**src/rtl/frame_pattern_writer.sv**
```systemverilog
// Synthetic RGB888 frame source driving the SDRAM WR1/WR2 ports with linear frame addresses.
// Define PATTERN_CRC_EN to add oCRC, a CRC-16-CCITT over every accepted pixel of the last frame.
module frame_pattern_writer #(
  parameter int          H_ACTIVE   = 640,
  parameter int          V_ACTIVE   = 480,
  parameter logic [22:0] BASE1      = 23'h000000,
  parameter logic [22:0] BASE2      = 23'h100000,
  parameter int          GAP_CYCLES = 16
) (
  input  logic        iCLK,
  input  logic        iRST,
  input  logic        iEN,
  input  logic [1:0]  iMODE,
  input  logic        iWR_FULL,
  output logic        oWR,
  output logic [15:0] oWR1_DATA,
  output logic [15:0] oWR2_DATA,
  output logic [22:0] oWR1_ADDR,
  output logic [22:0] oWR2_ADDR,
  output logic [9:0]  oCOL,
  output logic [9:0]  oROW,
  output logic        oFRAME_DONE,
  output logic [7:0]  oFRAME_CNT,
  output logic        oBUSY
`ifdef PATTERN_CRC_EN
  ,
  output logic [15:0] oCRC
`endif
);

  localparam int         BAR_W    = H_ACTIVE / 8;
  localparam logic [9:0] COL_LAST = 10'(H_ACTIVE - 1);
  localparam logic [9:0] ROW_LAST = 10'(V_ACTIVE - 1);
  localparam logic [9:0] BAR_LAST = 10'(BAR_W - 1);
  localparam logic [7:0] GAP_LAST = 8'(GAP_CYCLES - 1);

  typedef enum logic [1:0] {
    IDLE,
    RUN,
    GAP
  } state_t;

  state_t state, state_next;

  logic [9:0]  col, row, bar_cnt;
  logic [2:0]  bar_idx;
  logic [1:0]  mode_q;
  logic [23:0] pix;
  logic [22:0] addr1, addr2;
  logic [7:0]  frame_cnt, gap_cnt;
  logic        frame_done;

  logic        accept, last_pixel, gap_done, frame_start;
  logic [9:0]  col_next, row_next, bar_cnt_next;
  logic [2:0]  bar_idx_next;
  logic [1:0]  mode_next;
  logic [23:0] pix_next;
  logic [7:0]  ramp;

  assign accept      = (state == RUN) && !iWR_FULL;
  assign last_pixel  = accept && (col == COL_LAST) && (row == ROW_LAST);
  assign gap_done    = (state == GAP) && (gap_cnt == GAP_LAST);
  assign frame_start = iEN && ((state == IDLE) || gap_done);

  always_ff @(posedge iCLK) begin
    if (iRST) state <= IDLE;
    else      state <= state_next;
  end

  always_comb begin
    state_next = state;
    case (state)
      IDLE:    if (iEN) state_next = RUN;
      RUN:     if (last_pixel) state_next = GAP;
      GAP:     if (gap_done) state_next = iEN ? RUN : IDLE;
      default: state_next = IDLE;
    endcase
  end

  // Position of the pixel that will be presented next; the bar index rides a
  // sub-counter so the colour-bar pattern needs no divider.
  always_comb begin
    col_next     = col;
    row_next     = row;
    bar_cnt_next = bar_cnt;
    bar_idx_next = bar_idx;
    mode_next    = mode_q;
    if (frame_start) begin
      col_next     = 10'd0;
      row_next     = 10'd0;
      bar_cnt_next = 10'd0;
      bar_idx_next = 3'd0;
      mode_next    = iMODE;
    end else if (accept) begin
      if (col == COL_LAST) begin
        col_next     = 10'd0;
        bar_cnt_next = 10'd0;
        bar_idx_next = 3'd0;
        row_next     = (row == ROW_LAST) ? 10'd0 : row + 10'd1;
      end else begin
        col_next = col + 10'd1;
        if (bar_cnt == BAR_LAST) begin
          bar_cnt_next = 10'd0;
          bar_idx_next = bar_idx + 3'd1;
        end else begin
          bar_cnt_next = bar_cnt + 10'd1;
        end
      end
    end
  end

  always_comb begin
    pix_next = 24'h000000;
    ramp     = col_next[7:0] + frame_cnt;
    case (mode_next)
      2'd0: begin
        case (bar_idx_next)
          3'd0:    pix_next = 24'hFFFFFF;
          3'd1:    pix_next = 24'hFFFF00;
          3'd2:    pix_next = 24'h00FFFF;
          3'd3:    pix_next = 24'h00FF00;
          3'd4:    pix_next = 24'hFF00FF;
          3'd5:    pix_next = 24'hFF0000;
          3'd6:    pix_next = 24'h0000FF;
          default: pix_next = 24'h000000;
        endcase
      end
      2'd1:    pix_next = {col_next[9:2], row_next[8:1], 8'h80};
      2'd2:    pix_next = (col_next[5] ^ row_next[5] ^ frame_cnt[0]) ? 24'hFFFFFF : 24'h000000;
      default: pix_next = {ramp, ramp, ramp};
    endcase
  end

  // Everything except oWR freezes on a stalled cycle; addresses wrap to base after the last pixel.
  always_ff @(posedge iCLK) begin
    if (iRST) begin
      col        <= 10'd0;
      row        <= 10'd0;
      bar_cnt    <= 10'd0;
      bar_idx    <= 3'd0;
      mode_q     <= 2'd0;
      pix        <= 24'h000000;
      addr1      <= BASE1;
      addr2      <= BASE2;
      frame_cnt  <= 8'd0;
      frame_done <= 1'b0;
      gap_cnt    <= 8'd0;
    end else begin
      frame_done <= last_pixel;
      if (last_pixel) frame_cnt <= frame_cnt + 8'd1;
      gap_cnt <= (state == GAP) ? gap_cnt + 8'd1 : 8'd0;
      if (frame_start || accept) begin
        col     <= col_next;
        row     <= row_next;
        bar_cnt <= bar_cnt_next;
        bar_idx <= bar_idx_next;
        mode_q  <= mode_next;
        pix     <= pix_next;
      end
      if (frame_start || last_pixel) begin
        addr1 <= BASE1;
        addr2 <= BASE2;
      end else if (accept) begin
        addr1 <= addr1 + 23'd1;
        addr2 <= addr2 + 23'd1;
      end
    end
  end

`ifdef PATTERN_CRC_EN
  logic [15:0] crc_run, crc_acc;

  // MSB-first CRC-16-CCITT over the 24-bit {R,G,B} word being accepted this cycle.
  always_comb begin
    crc_acc = crc_run;
    for (int i = 23; i >= 0; i--) begin
      crc_acc = {crc_acc[14:0], 1'b0} ^ ((crc_acc[15] ^ pix[i]) ? 16'h1021 : 16'h0000);
    end
  end

  always_ff @(posedge iCLK) begin
    if (iRST) begin
      crc_run <= 16'hFFFF;
      oCRC    <= 16'hFFFF;
    end else begin
      if (frame_start)  crc_run <= 16'hFFFF;
      else if (accept)  crc_run <= crc_acc;
      if (last_pixel)   oCRC    <= crc_acc;
    end
  end
`endif

  assign oWR         = accept;
  assign oWR1_DATA   = pix[23:8];
  assign oWR2_DATA   = {pix[7:0], 8'h00};
  assign oWR1_ADDR   = addr1;
  assign oWR2_ADDR   = addr2;
  assign oCOL        = col;
  assign oROW        = row;
  assign oFRAME_DONE = frame_done;
  assign oFRAME_CNT  = frame_cnt;
  assign oBUSY       = (state != IDLE);

endmodule

```
**config.mk**
```make
export PLATFORM = sky130hd
export DESIGN_NAME = frame_pattern_writer
export DESIGN_NICKNAME = d
export VERILOG_FILES = /design/src/rtl/frame_pattern_writer.sv
export SDC_FILE = /design/constraint.sdc
export NUM_CORES = 1
export LEC_CHECK = 0
export ABC_CLOCK_PERIOD_IN_PS = 8300
export BUFFER_PORTS_ARGS = -buffer_cell sky130_fd_sc_hd__buf_4
export CAP_MARGIN = 20
export CORE_MARGIN = 2
export CORE_UTILIZATION = 35
export CTS_BUF_LIST = sky130_fd_sc_hd__clkbuf_4 sky130_fd_sc_hd__clkbuf_8
export DETAILED_ROUTE_END_ITERATION = 8
export GPL_ROUTABILITY_DRIVEN = 0
export GPL_TIMING_DRIVEN = 0
export PLACE_DENSITY = 0.63
export RECOVER_POWER = 50
export SLEW_MARGIN = 20
export SYNTH_ARGS = -nofsm -noshare
export SYNTH_HDL_FRONTEND = slang
export SYNTH_SLANG_ARGS = --single-unit
```
**constraint.sdc**
```tcl
create_clock -name iCLK -period 8.3 [get_ports iCLK]
set_clock_uncertainty 0.15 [all_clocks]
set_input_delay 1.245 -clock iCLK [delete_from_list [all_inputs] [get_ports iCLK]]
set_output_delay 1.245 -clock iCLK [all_outputs]
set_load 0.01 [all_outputs]
```
# Word level (Yosys, flattened, before mapping)

Cells that the tools add are included.

Bits in registers: 124
Output and inout port bits: 109
Logic and storage cells: 86

$add $sub $neg: 9
Equal/unequal tests: 17
Multiplexer cells: 24
Bitwise logic cells: 3
Reduce and logical (&&, ||, !) cells: 20

Operators by type and width:

| cell                  | number |
|---|---|
| $pmux 24 s7           | 1 |
| $mux 10               | 11 |
| $pmux 24 s3           | 1 |
| $add 23x1->23 const B | 2 |
| $add 10x1->10 const B | 3 |
| $mux 24               | 1 |
| $add 8x1->8 const B   | 2 |
| $mux 3                | 4 |
| $eq 10x10->1 const B  | 1 |
| $eq 10x7->1 const B   | 1 |
| $eq 10x9->1 const B   | 1 |
| $eq 3x3->1 const B    | 3 |
| $add 8x8->8           | 1 |
| $eq 8x4->1 const B    | 1 |
| $mux 2                | 4 |
| $eq 3x2->1 const B    | 2 |
| $ne 2x2->1 const B    | 3 |
| $pmux 2 s3            | 1 |
| $reduce_and 3->1      | 2 |
| $reduce_bool 2->1     | 3 |
| $logic_and 1x1->1     | 5 |
| $eq 2x1->1 const B    | 2 |
| $eq 2x2->1 const B    | 2 |
| $logic_not 2->1       | 2 |
| 10 further kinds      | 14 |

# Longest topological paths before layout

Word-level depth: 9
Gate-level depth with buffers: 18
Depth with buffers taken out: 16

# Worst setup path after synthesis

Ideal clock, no wire load.

Path type: input-to-reg
Start: input port iWR_FULL
End: register pix[22]
Setup time: 0.138 ns
Data arrival time: 4.400 ns
Setup slack: 3.613 ns
Stages on the path: 16
Cells stage by stage: or3b_4 > or4_1 > buf_2 > nand2_1 > buf_1 > nor2_1 > ha_1 > inv_1 > fa_1 > nor2b_1 > o21ai_0 > a21boi_0 > o21a_1 > or3_1 > a31oi_1 > a311oi_1

Elaborated cells between the ends (all ways): 22
Classes of those cells: add/sub: 1; eq/ne: 6; mux: 9; bitwise: 2; reduce/logical: 4

RTL lines:

| item                 | line | RTL |
|---|---|---|
| start, declared      | 14   | `input logic iWR_FULL,` |
| $logic_not 1->1      | 60   | `assign accept = (state == RUN) && !iWR_FULL;` |
| $logic_and 1x1->1    | 60   |  |
| $mux 10              | 94   | `end else if (accept) begin` |
| $mux 10              | 88   | `if (frame_start) begin` |
| via col_next[0]      | 54   | `logic [9:0] col_next, row_next, bar_cnt_next;` |
| $add 8x8->8          | 114  | `ramp = col_next[7:0] + frame_cnt;` |
| $pmux 24 s3          | 115  | `case (mode_next)` |
| end signal, assigned | 158  | `pix <= pix_next;` |
| end, declared        | 48   | `logic [23:0] pix;` |

The timed path passes the listed nets, and every way through them passes these cells. The select of a mux whose other input is x is not followed.
A chain may end at the register's enable or synchronous reset.

# Final worst setup path

Start: input port iWR_FULL
End: register pix[14]

Same word-level chain as after synthesis.

==> impl_metrics.yaml <==
floorplanning:
  die_w_um: 134
  io_pins: 115
  rows: 47
  coreArea_sq_um: 16500
  die_height_um: 134
  initial_core_util_pct: 35.7
  fp.dieArea_sq_um: 17900
clocking:
  cts_max_path_buffers: 2
  worstSkewPairLatency_ps: 460
  ctsResizeCount: 0
  cts_made_buffers: 17
  hold_buffers: 0
  htreeDepth: 4
  cts_tree: "yes"
  clk_pin_slew_ps: 70
  cts_setup_buffers: 0
  root_buffer: "clkbuf_8"
  cts_sinks: 124
global_routing:
  grt_usage_pct: 18.2
  grt-ovfl-total: 0
  grt_max_degree: 17
  grt_pass1_vias: 4791
  grt_pass1_wl_mm: 25.3
  antenna_found_initial: 0
timing:
  timing_hold_violations_final: 0
  max_slew_margin_pct: -3.70
  fin_hold_ws_ps: 301
  min_period_over_period_pct: 63.2
  max_freq_mhz: 191
  min_period_ps: 5250
  fin_setup_tns_ps: 0
  rsz0062_at_grt: "false"
  slew_violations: 9
  tightest_slew_ps: 1540
  setup_viol: 0
routing:
  drt-wirelength-per-cell_um: 15.3
  drtPass1Iterations: 6
  vias: 5410
  vias_per_cell: 5.08
  wl_mm: 16.3
  route.detailed.drc: 0
  drt_iter0_drc: 355
  ant_nets: 0
final_layout:
  regArea_sq_um: 2480
  fin_nets: 856
  syn_to_final_growth_pct: 18.4
  final_area_sq_um: 6970
  drive_gt1_share_pct: 6.86
  multiInputGateArea_sq_um: 3200
  n_antenna_cell: 0
  fillerInstances: 1788
  final_util_pct: 42.2
run_status:
  status: "finished, violations left"
  violations: "max-capacitance violations, max-slew violations"
power_and_ir_drop:
  p_total_w: 0.00125
  ir_drop_mv: 0.102
  power_density_nw_per_um2: 179
  power_leakage_nw: 2.50
synth:
  synth.distinct_cells: 61
  synthArstFlopShare_pct: 0
  syn_area_per_cell_sq_um: 8.38
  synth_flop_cell: "dfxtp_1"
  synth_seq_cells: 124
  syn_inst: 703
  synth_edf_count: 0
  syn_area_sq_um: 5890
  ys_seq_area_share_pct: 42.1
  ys_warn_count: 0
place:
  port_buffers: 105
  dp.final_hpwl_mm: 12.2
  place_area_sq_um: 6980
worst_setup_path:
  critPathKind: "in2reg"
  r2r_slack_ps: 3520
  slowest_stage: "buf_1"
  critPathLaunchType: "input port"
  critPathMaxFanout: 10
  slowest_delay_ps: 530
  worstPathCellList: "buf_4 > or3b_1 > clkbuf_1 > clkinv_1 > buf_1 > nand2_1 > xor2_1 > nor2_1 > ha_1 > nor2b_1 > o21ai_0 > a21boi_0 > o21a_1 > or3_1 > a31oi_1 > a311oi_1"
  required_ps: 8450
  worst_setup_path_end_kind: "register"
  arrival_ps: 5400
worst_hold_path:
  hold_path_class: "reg2reg"
run:
  maxCapViolCount: 1
[layout make-up]
| type | instances | share of cell area [%] |
|---|---|---|
| multi-input combinational | 538 | 45.9 |
| timing repair buffer | 105 | 6.03 |
| buffer | 34 | 2.28 |
| sequential | 124 | 35.6 |
| tap | 220 | 3.95 |
| inverter | 14 | 0.753 |
| clock buffer | 24 | 4.56 |
| clock inverter | 7 | 0.897 |
[kinds of logic (layout without fill, tap and decap cells)]
logic type      count (synthesis)  after routing  share of synthesized area [%]
xor+xnor                       73             73                           10.9
fa+ha+maj                      16             16                           3.53
simple gates                  331            331                           27.1
compound gates                108            108                           12.3
mux                             2              2                          0.425
other cells                     1              8                         0.0636
flops                         124            124                           42.1
buf+inv                        48            184                           3.63
[worst max-delay path: cells and delay by family]
| kind | cells | cell delay [ps] |
|---|---|---|
| AOI/OAI and AO/OA | 5 | 1210 |
| xor gates and xnor gates | 1 | 180 |
| adders and majority gates | 1 | 320 |
| buffers and inverters | 4 | 1210 |
| and+or+nand+nor | 5 | 1220 |
[power by group]
part / switching, W / internal (W) / total, W
combinational: 0.0000771 / 0.0000331 / 0.000110
clock: 0.000239 / 0.000279 / 0.000518
sequential: 0.0000112 / 0.000611 / 0.000622
[per-stage QoR]
| step | setup slack (ps) | cells |
|---|---|---|
| CTS | 3220 | 1066 |
| global route | 2830 | 1066 |
| floorplan | 3610 | 710 |
| finish | 3050 | 1066 |
| global placement | 2780 | 1035 |
| detailed placement | 2750 | 1035 |
[sequential cells by signal (all words and copies together), names as in the netlist, 3 cells and up]
name	flops
bar_cnt	10
oWR1_ADDR	23
oFRAME_CNT	8
pix	24
oROW	10
gap_cnt	8
oWR2_ADDR	23
oCOL	10
bar_idx	3
[synth_stat cells (all sizes together), types with 11 or more instances]
cell type	count	area [sq um]
o21ai	20	100
nand2	61	229
dfxtp	124	2480
xor2	47	412
and3	18	113
nor2	128	488
nor3	17	85.1
inv	13	48.8
ha	15	188
a211oi	13	103
a21oi	32	160
clkbuf	21	78.8
nand3	36	180
buf	13	82.6
nand4	14	87.6
a311oi	17	149
nand2b	11	68.8
xnor2	26	228
[path summary, 6_finish.rpt]
check,start,cells after the start,to
hold / removal,gap_cnt[0],1,gap_cnt[0]
setup / recovery,iWR_FULL,16,pix[14]
hold reg to reg,gap_cnt[0],1,gap_cnt[0]
setup reg to reg,state[0],15,pix[14]
[layer usage]
metal  routed length [um]  track usage [%]  part of all wire, %
met5                    0                0                    0
met4                  309             5.97                  1.9
met2                 7100             27.8                   43
met3                  958             4.64                  5.9
met1                 7950             25.2                   49
[cell usage in the layout, fill, tap and decap left out, types with 8 or more instances in the layout]
master and instances:
a211oi_1 12, a21oi_1 32, a311oi_1 17, and3_1 18, buf_4 15, clkbuf_1 121, clkbuf_8 22, conb_1 8
dfxtp_1 124, ha_1 15, inv_1 13, nand2_1 61, nand2b_1 11, nand3_1 36, nand4_1 14, nor2_1 125
nor3_1 17, o21ai_0 19, xnor2_1 26, xor2_1 47
Note: power is estimated with default switching activity, not from simulation.
